[src/rtl/acs_array.sv]
// Viterbi add-compare-select array: one registered path metric per trellis state, 1-cycle datapath.
// Optional best-state outputs are enabled with `define ACS_BEST_STATE_EN.
module acs_array #(
  parameter int NSTATES = 8,
  parameter int PM_W    = 6,
  parameter int INIT_PM = 16
) (
  input  logic                      clk,
  input  logic                      rst_n,
  input  logic                      start,
  input  logic                      in_valid,
  input  logic [4*NSTATES-1:0]      bm_in,
  output logic                      out_valid,
  output logic [NSTATES-1:0]        dec,
  output logic [NSTATES*PM_W-1:0]   pm_flat,
  output logic [15:0]               sym_cnt,
  output logic                      renorm
`ifdef ACS_BEST_STATE_EN
  ,
  output logic [$clog2(NSTATES)-1:0] best_state,
  output logic [PM_W-1:0]            best_pm
`endif
);

  localparam int HALF = NSTATES / 2;
  localparam logic [PM_W-1:0] INIT_V = PM_W'(INIT_PM);

  logic [PM_W-1:0]    pm_q    [NSTATES];
  logic [PM_W-1:0]    base_pm [NSTATES];
  logic [PM_W:0]      cand0   [NSTATES];
  logic [PM_W:0]      cand1   [NSTATES];
  logic [PM_W:0]      sel_sum [NSTATES];
  logic [PM_W-1:0]    sel_pm  [NSTATES];
  logic [PM_W-1:0]    new_pm  [NSTATES];
  logic [NSTATES-1:0] new_dec;
  logic               all_high;

  // A start arriving with a symbol computes against the initial metrics, not the stored ones.
  always_comb begin
    all_high = 1'b1;
    new_dec  = '0;
    for (int s = 0; s < NSTATES; s++) begin
      base_pm[s] = start ? ((s == 0) ? '0 : INIT_V) : pm_q[s];
    end
    for (int s = 0; s < NSTATES; s++) begin
      cand0[s] = {1'b0, base_pm[s/2]}        + (PM_W+1)'(bm_in[4*s +: 2]);
      cand1[s] = {1'b0, base_pm[s/2 + HALF]} + (PM_W+1)'(bm_in[4*s+2 +: 2]);
      if (cand1[s] < cand0[s]) begin
        sel_sum[s] = cand1[s];
        new_dec[s] = 1'b1;
      end else begin
        sel_sum[s] = cand0[s];
      end
      // Renormalisation keeps sums in range; clipping only guards against misuse of parameters.
      sel_pm[s] = sel_sum[s][PM_W] ? '1 : sel_sum[s][PM_W-1:0];
      all_high  = all_high & sel_pm[s][PM_W-1];
    end
    for (int s = 0; s < NSTATES; s++) begin
      new_pm[s] = sel_pm[s];
      if (all_high) new_pm[s][PM_W-1] = 1'b0;
    end
  end

  always_comb begin
    pm_flat = '0;
    for (int s = 0; s < NSTATES; s++) begin
      pm_flat[PM_W*s +: PM_W] = pm_q[s];
    end
  end

`ifdef ACS_BEST_STATE_EN
  logic [$clog2(NSTATES)-1:0] best_idx;
  logic [PM_W-1:0]            best_val;

  // Strict less-than so the lowest index wins ties.
  always_comb begin
    best_idx = '0;
    best_val = new_pm[0];
    for (int s = 1; s < NSTATES; s++) begin
      if (new_pm[s] < best_val) begin
        best_val = new_pm[s];
        best_idx = ($clog2(NSTATES))'(s);
      end
    end
  end
`endif

  always_ff @(posedge clk) begin
    if (!rst_n) begin
      for (int s = 0; s < NSTATES; s++) pm_q[s] <= (s == 0) ? '0 : INIT_V;
      dec       <= '0;
      out_valid <= 1'b0;
      renorm    <= 1'b0;
      sym_cnt   <= '0;
`ifdef ACS_BEST_STATE_EN
      best_state <= '0;
      best_pm    <= '0;
`endif
    end else begin
      out_valid <= in_valid;
      renorm    <= in_valid & all_high;
      if (in_valid) begin
        for (int s = 0; s < NSTATES; s++) pm_q[s] <= new_pm[s];
        dec     <= new_dec;
        sym_cnt <= start ? 16'd1 : sym_cnt + 16'd1;
`ifdef ACS_BEST_STATE_EN
        best_state <= best_idx;
        best_pm    <= best_val;
`endif
      end else if (start) begin
        for (int s = 0; s < NSTATES; s++) pm_q[s] <= (s == 0) ? '0 : INIT_V;
        sym_cnt <= '0;
      end
    end
  end

endmodule

[config.mk]
export PLATFORM = sky130hd
export DESIGN_NAME = acs_array
export DESIGN_NICKNAME = d
export VERILOG_FILES = /design/src/rtl/acs_array.sv
export SDC_FILE = /design/constraint.sdc
export NUM_CORES = 1
export LEC_CHECK = 0
export ABC_AREA = 1
export CORE_AREA = 2 2 95 134
export CTS_CLUSTER_SIZE = 10
export DETAILED_ROUTE_END_ITERATION = 16
export DIE_AREA = 0 0 97 136
export GPL_ROUTABILITY_DRIVEN = 0
export PLACE_DENSITY = 0.84
export SLEW_MARGIN = 15
export SYNTH_ARGS = -nofsm -noshare
export SYNTH_HDL_FRONTEND = slang
export SYNTH_SLANG_ARGS = --single-unit
[constraint.sdc]
create_clock -name clk -period 10.18 [get_ports clk]
set_input_delay 3.054 -clock clk [delete_from_list [all_inputs] [get_ports clk]]
set_output_delay 3.054 -clock clk [all_outputs]
set_load 0.03 [all_outputs]
==> out/metrics.cfg <==
[worst_setup_path]
cp_slowest_cell=buf_4
crit_type=in -> reg
cp_num_buf_inv=6
reg2reg_slack_ns=6.26
slowest_delay_ns=0.44
cp_top_family=simple AND/OR/NAND/NOR gates
timing.rr.end=pm_q[0][17]$_SDFFCE_PP0P_
path_max_fanout=31
end_kind=register
crit_cells=25
crit_required_ns=10.28
cp_common_cell=nand2_1
worstRegToRegCells=21
critPathLaunch=start
start_kind=primary input
reg2reg_from=pm_q[1][12]$_SDFFE_PP0P_
crit_end=pm_q[0][17]$_SDFFCE_PP0P_
critPathArrivalTime_ns=7.18

[power_and_ir_drop]
p_switching_uw=732
p_int_uw=819
swShare=0.472
combPwrFrac=0.543
p_leak_uw=0.00414
p_per_area_nw_per_um2=182
power_frac_seq=0.264
p_clk_frac=0.193
peakVddDrop_mv=0.123

[yosys]
synth_top_area_cell=nand2_1
synth_top_area_frac=0.146
yosys_warnings=0
synth-main-ff-cell=dfxtp_1
synth_cell_types=46
synth_edf_count=24
synth.area.top_cells=nand2_1 (15%), ha_1 (14%), dfxtp_1 (14%)
synthArstFlopShare=0
synth_nets=1163
syn_inst=1034
avgSynthCellArea_um2=6.83
synth_area_um2=7060
ys_seq_area_frac=0.244
yosys_register_bits=74

[hold_path]
min_path_cells=2
hold_class=reg -> reg

[timing]
finalHoldViolations=0
finClkSkew_ns=0.0102
tightest_slew_ns=1.06
fmax_mhz=141
hold_slack_ns=0.471
setup_viol=0
period_minus_slack_ns=7.08
setup_tns_ns=0
rsz0062_at_grt=false
slew_violations=0
relSlewSlack=0.287
finalCritPeriodShare=0.696

[floorplan]
start_util=0.585
die_w_um=97
io_pins=110
die_y_um=136
die_area_um2=13200
row_count=48
core_area_um2=12100

[final_layout]
diodes=0
layout_commonest_cell=nand2_1
nFillCells=1040
stdcell_count=1293
final_nets=1267
layout-drive-gt1-share=0.0595
syn_to_final_growth_pct=20.7
layout_common_cells=nand2_1 (274), inv_1 (169), clkdlybuf4s50_1 (108)

[route]
wl_per_cell_um=14.7
drt_pass1_iterations=5
drcViolationCount=0
ant_nets=0
vias=7062
post_drt_via_cell_ratio=5.46
drt-initial-drc-count=287
wirelength_um=19100

[grt]
gr-total-overflow=0
grt.total_usage=0.291
antenna_found_initial=0
grt_max_degree=39
grt_pass1_vias=6850
grt_pass1_wl_um=31000

[clock_tree]
hold_buffers=0
cts_tree=yes
clk_pin_slew_ns=0.06
clk_latency_ns=0.35
postCtsResizedCells=0
clkSinkCount=74
clk_path_buf_depth=2
cts_buffers=9
cts-root-buf=clkbuf_16
cts.htree.levels=3
cts_setup_buffers=0

[placement]
io_buffer_count=109
dp_hpwl_um=14900
dp.cells=1277

[outcome]
status=complete, no violations

[run]
maxCapViolCount=0

[registers in the layout (all words and copies together) (netlist names)]
register / count
pm_q: 48
out_valid: 1
sym_cnt: 16
dec: 8
renorm: 1
[power groups by stage]
stage               clock (µW)  sequential [µW]  combinational [µW]
floorplan                    0              500                 484
global placement             0              413                 808
detailed placement           0              413                 825
CTS                        300              408                 833
global route               316              413                 935
finish                     300              410                 841
[metal layers]
layer,GRT usage,wire length [µm],up-vias
li1,-,-,3520
met1,0.316,7510,3238
met2,0.545,9760,245
met3,0.0468,1010,59
met4,0.148,775,0
met5,0,0,-
[worst min-delay path by stage]
stage	start	endpoint	slack, ns
2_1_floorplan	sym_cnt[5]$_SDFFE_PN0P_	sym_cnt[5]$_SDFFE_PN0P_	0.60
3_3_place_gp	dec[0]$_SDFFE_PN0P_	dec[0]$_SDFFE_PN0P_	0.44
3_5_place_dp	dec[1]$_SDFFE_PN0P_	dec[1]$_SDFFE_PN0P_	0.46
4_1_cts	dec[6]$_SDFFE_PN0P_	dec[6]$_SDFFE_PN0P_	0.47
5_1_grt	dec[5]$_SDFFE_PN0P_	dec[5]$_SDFFE_PN0P_	0.51
6_report	dec[5]$_SDFFE_PN0P_	dec[5]$_SDFFE_PN0P_	0.47
[cell usage after synthesis, types with 8 or more instances]
cell type  number
xor2_1         39
o21ai_0        64
clkbuf_1       13
nand2_1       274
xnor2_1         8
inv_1         169
nor2_2         12
nor3_1          9
ha_1           81
nand2_2        10
dfxtp_1        50
fa_1           12
nor2_1         86
a21oi_1        63
edfxtp_1       24
nand3_1        45
[worst reg2reg max path, delay by kind of cell, from the launching register on]
kind                       cells  cell delay [ns]
adders and majority gates      3             0.88
and+or+nand+nor               11             1.47
AOI/OAI and AO/OA              3             0.76
buffers and inverters          4             0.26
DFF                            1             0.32
[cells by family after synthesis]
kind of cell             count (synthesis)  share of synthesized area
AND/OR/NAND/NOR                        460                      0.280
XOR/XNOR                                48                     0.0606
adder cells (fa/ha/maj)                 93                      0.177
flip-flops                              74                      0.244
buffers and inverters                  193                      0.108
AO/OA/AOI/OAI                          166                      0.130
[stage by stage]
step	total power [µW]	utilization	instance area [µm²]	setup WS, ns
floorplan	984	-	7060	3.59
global placement	1220	0.684	8250	3.00
detailed placement	1240	0.684	8250	2.84
CTS	1540	0.706	8530	3.18
global route	1660	0.706	8530	2.79
finish	1550	0.706	8530	3.10
[cell type report]
type | instances | area, µm² | share of cell area
tap | 150 | 188 | 0.0220
sequential | 74 | 1720 | 0.202
timing repair buffer | 112 | 1110 | 0.130
clock buffer | 10 | 229 | 0.0269
multi-input combinational | 767 | 4580 | 0.537
inverter | 174 | 653 | 0.0766
clock inverter | 6 | 43.8 | 0.00514
Power figures use the tool's default switching activity.
==> RTL edit (config.mk and constraints unchanged) <==
The option `ACS_BEST_STATE_EN` is turned on by a define.
--- a/src/rtl/acs_array.sv
+++ b/src/rtl/acs_array.sv
@@ -1,5 +1,7 @@
 // Viterbi add-compare-select array: one registered path metric per trellis state, 1-cycle datapath.
 // Optional best-state outputs are enabled with `define ACS_BEST_STATE_EN.
+`define ACS_BEST_STATE_EN
+
 module acs_array #(
   parameter int NSTATES = 8,
   parameter int PM_W    = 6,
Behaviour (old outputs only; new: best_pm and best_state): unchanged (equiv_simple and equiv_induct, registers matched by name and starting in step).
==> RTL edit against the unedited design <==
- the run now fails in detailed placement (3_5_place_dp)
- synthesized area rose by 20%
==> RTL edit: results (changes against the unedited design) <==
| Metric | Value |
|---|---|
| Yosys warnings | `0 (unchanged)` |
| Ys flop type | `dfxtp_1 (unchanged)` |
| Post-synthesis sequential area ratio | `22.4% (was 24.4%)` |
| #FFs+latches synth | `83 (was 74)` |
| XOR/XNOR Fraction of Synth Area | `5.98% (was 6.06%)` |
| First Err | `[ERROR DPL-0033] detailed placement checks failed during check placement.` |
| Synth cell types | `43 (was 46)` |
| Syn nets | `1402 (was 1163)` |
| Synth top area cells | `ha_1 17%, dfxtp_1 14%, nand2_1 14%, edfxtp_1 8.5%, inv_1 7.7% (was nand2_1 15%, ha_1 14%, dfxtp_1 14%, edfxtp_1 10%, inv_1 9.0%)` |
| Failed at | `detailed placement (3_5_place_dp)` |
| Compound-cell area share of the yosys netlist | `14.1% (was 13.0%)` |
| Mux share of post-synthesis cell area | `0% (unchanged)` |
| Async set-reset flop share out of synthesis | `0% (unchanged)` |
| Adder-cell area share of the yosys netlist | `19.6% (was 17.7%)` |
| EDFF count, synth | `24 (unchanged)` |
| Commonest cells in the netlist | `309 x nand2_1, 175 x inv_1, 114 x ha_1 (was 274 x nand2_1, 169 x inv_1, 86 x nor2_1)` |
| Status | `stopped before the end (was finished, final reports clean)` |
| Port Buffers | `118 (was 109)` |
| DPL Wire Length | `32100 µm (was 14900 µm)` |
RTL edit: cell types whose count changed after synthesis, moves of 6 or more:
| cell | change |
|---|---|
| a211oi_1 | +7 |
| dfxtp_1 | +9 |
| ha_1 | +33 |
| inv_1 | +6 |
| nand2_1 | +35 |
| nor2_1 | +27 |
| nor3_1 | +13 |
| o211ai_1 | +18 |
| o21ai_0 | +17 |
| o22ai_1 | +6 |
| or2_2 | +15 |
| xor2_1 | +7 |
RTL edit: kinds of logic after synthesis:
kind of cell               after synthesis
xor gates and xnor gates                58
AOI/OAI and AO/OA                      209
adders and majority gates              126
DFF                                     83
and+or+nand+nor                        561
buffers and inverters                  203
RTL edit: per-stage QoR:
stage | std cells | setup slack [ps] | instance area (µm²) | TNS (ps)
floorplan | 1240 | -3410 | 8710 | -30600
global placement | 1755 | -3460 | 11900 | -31020
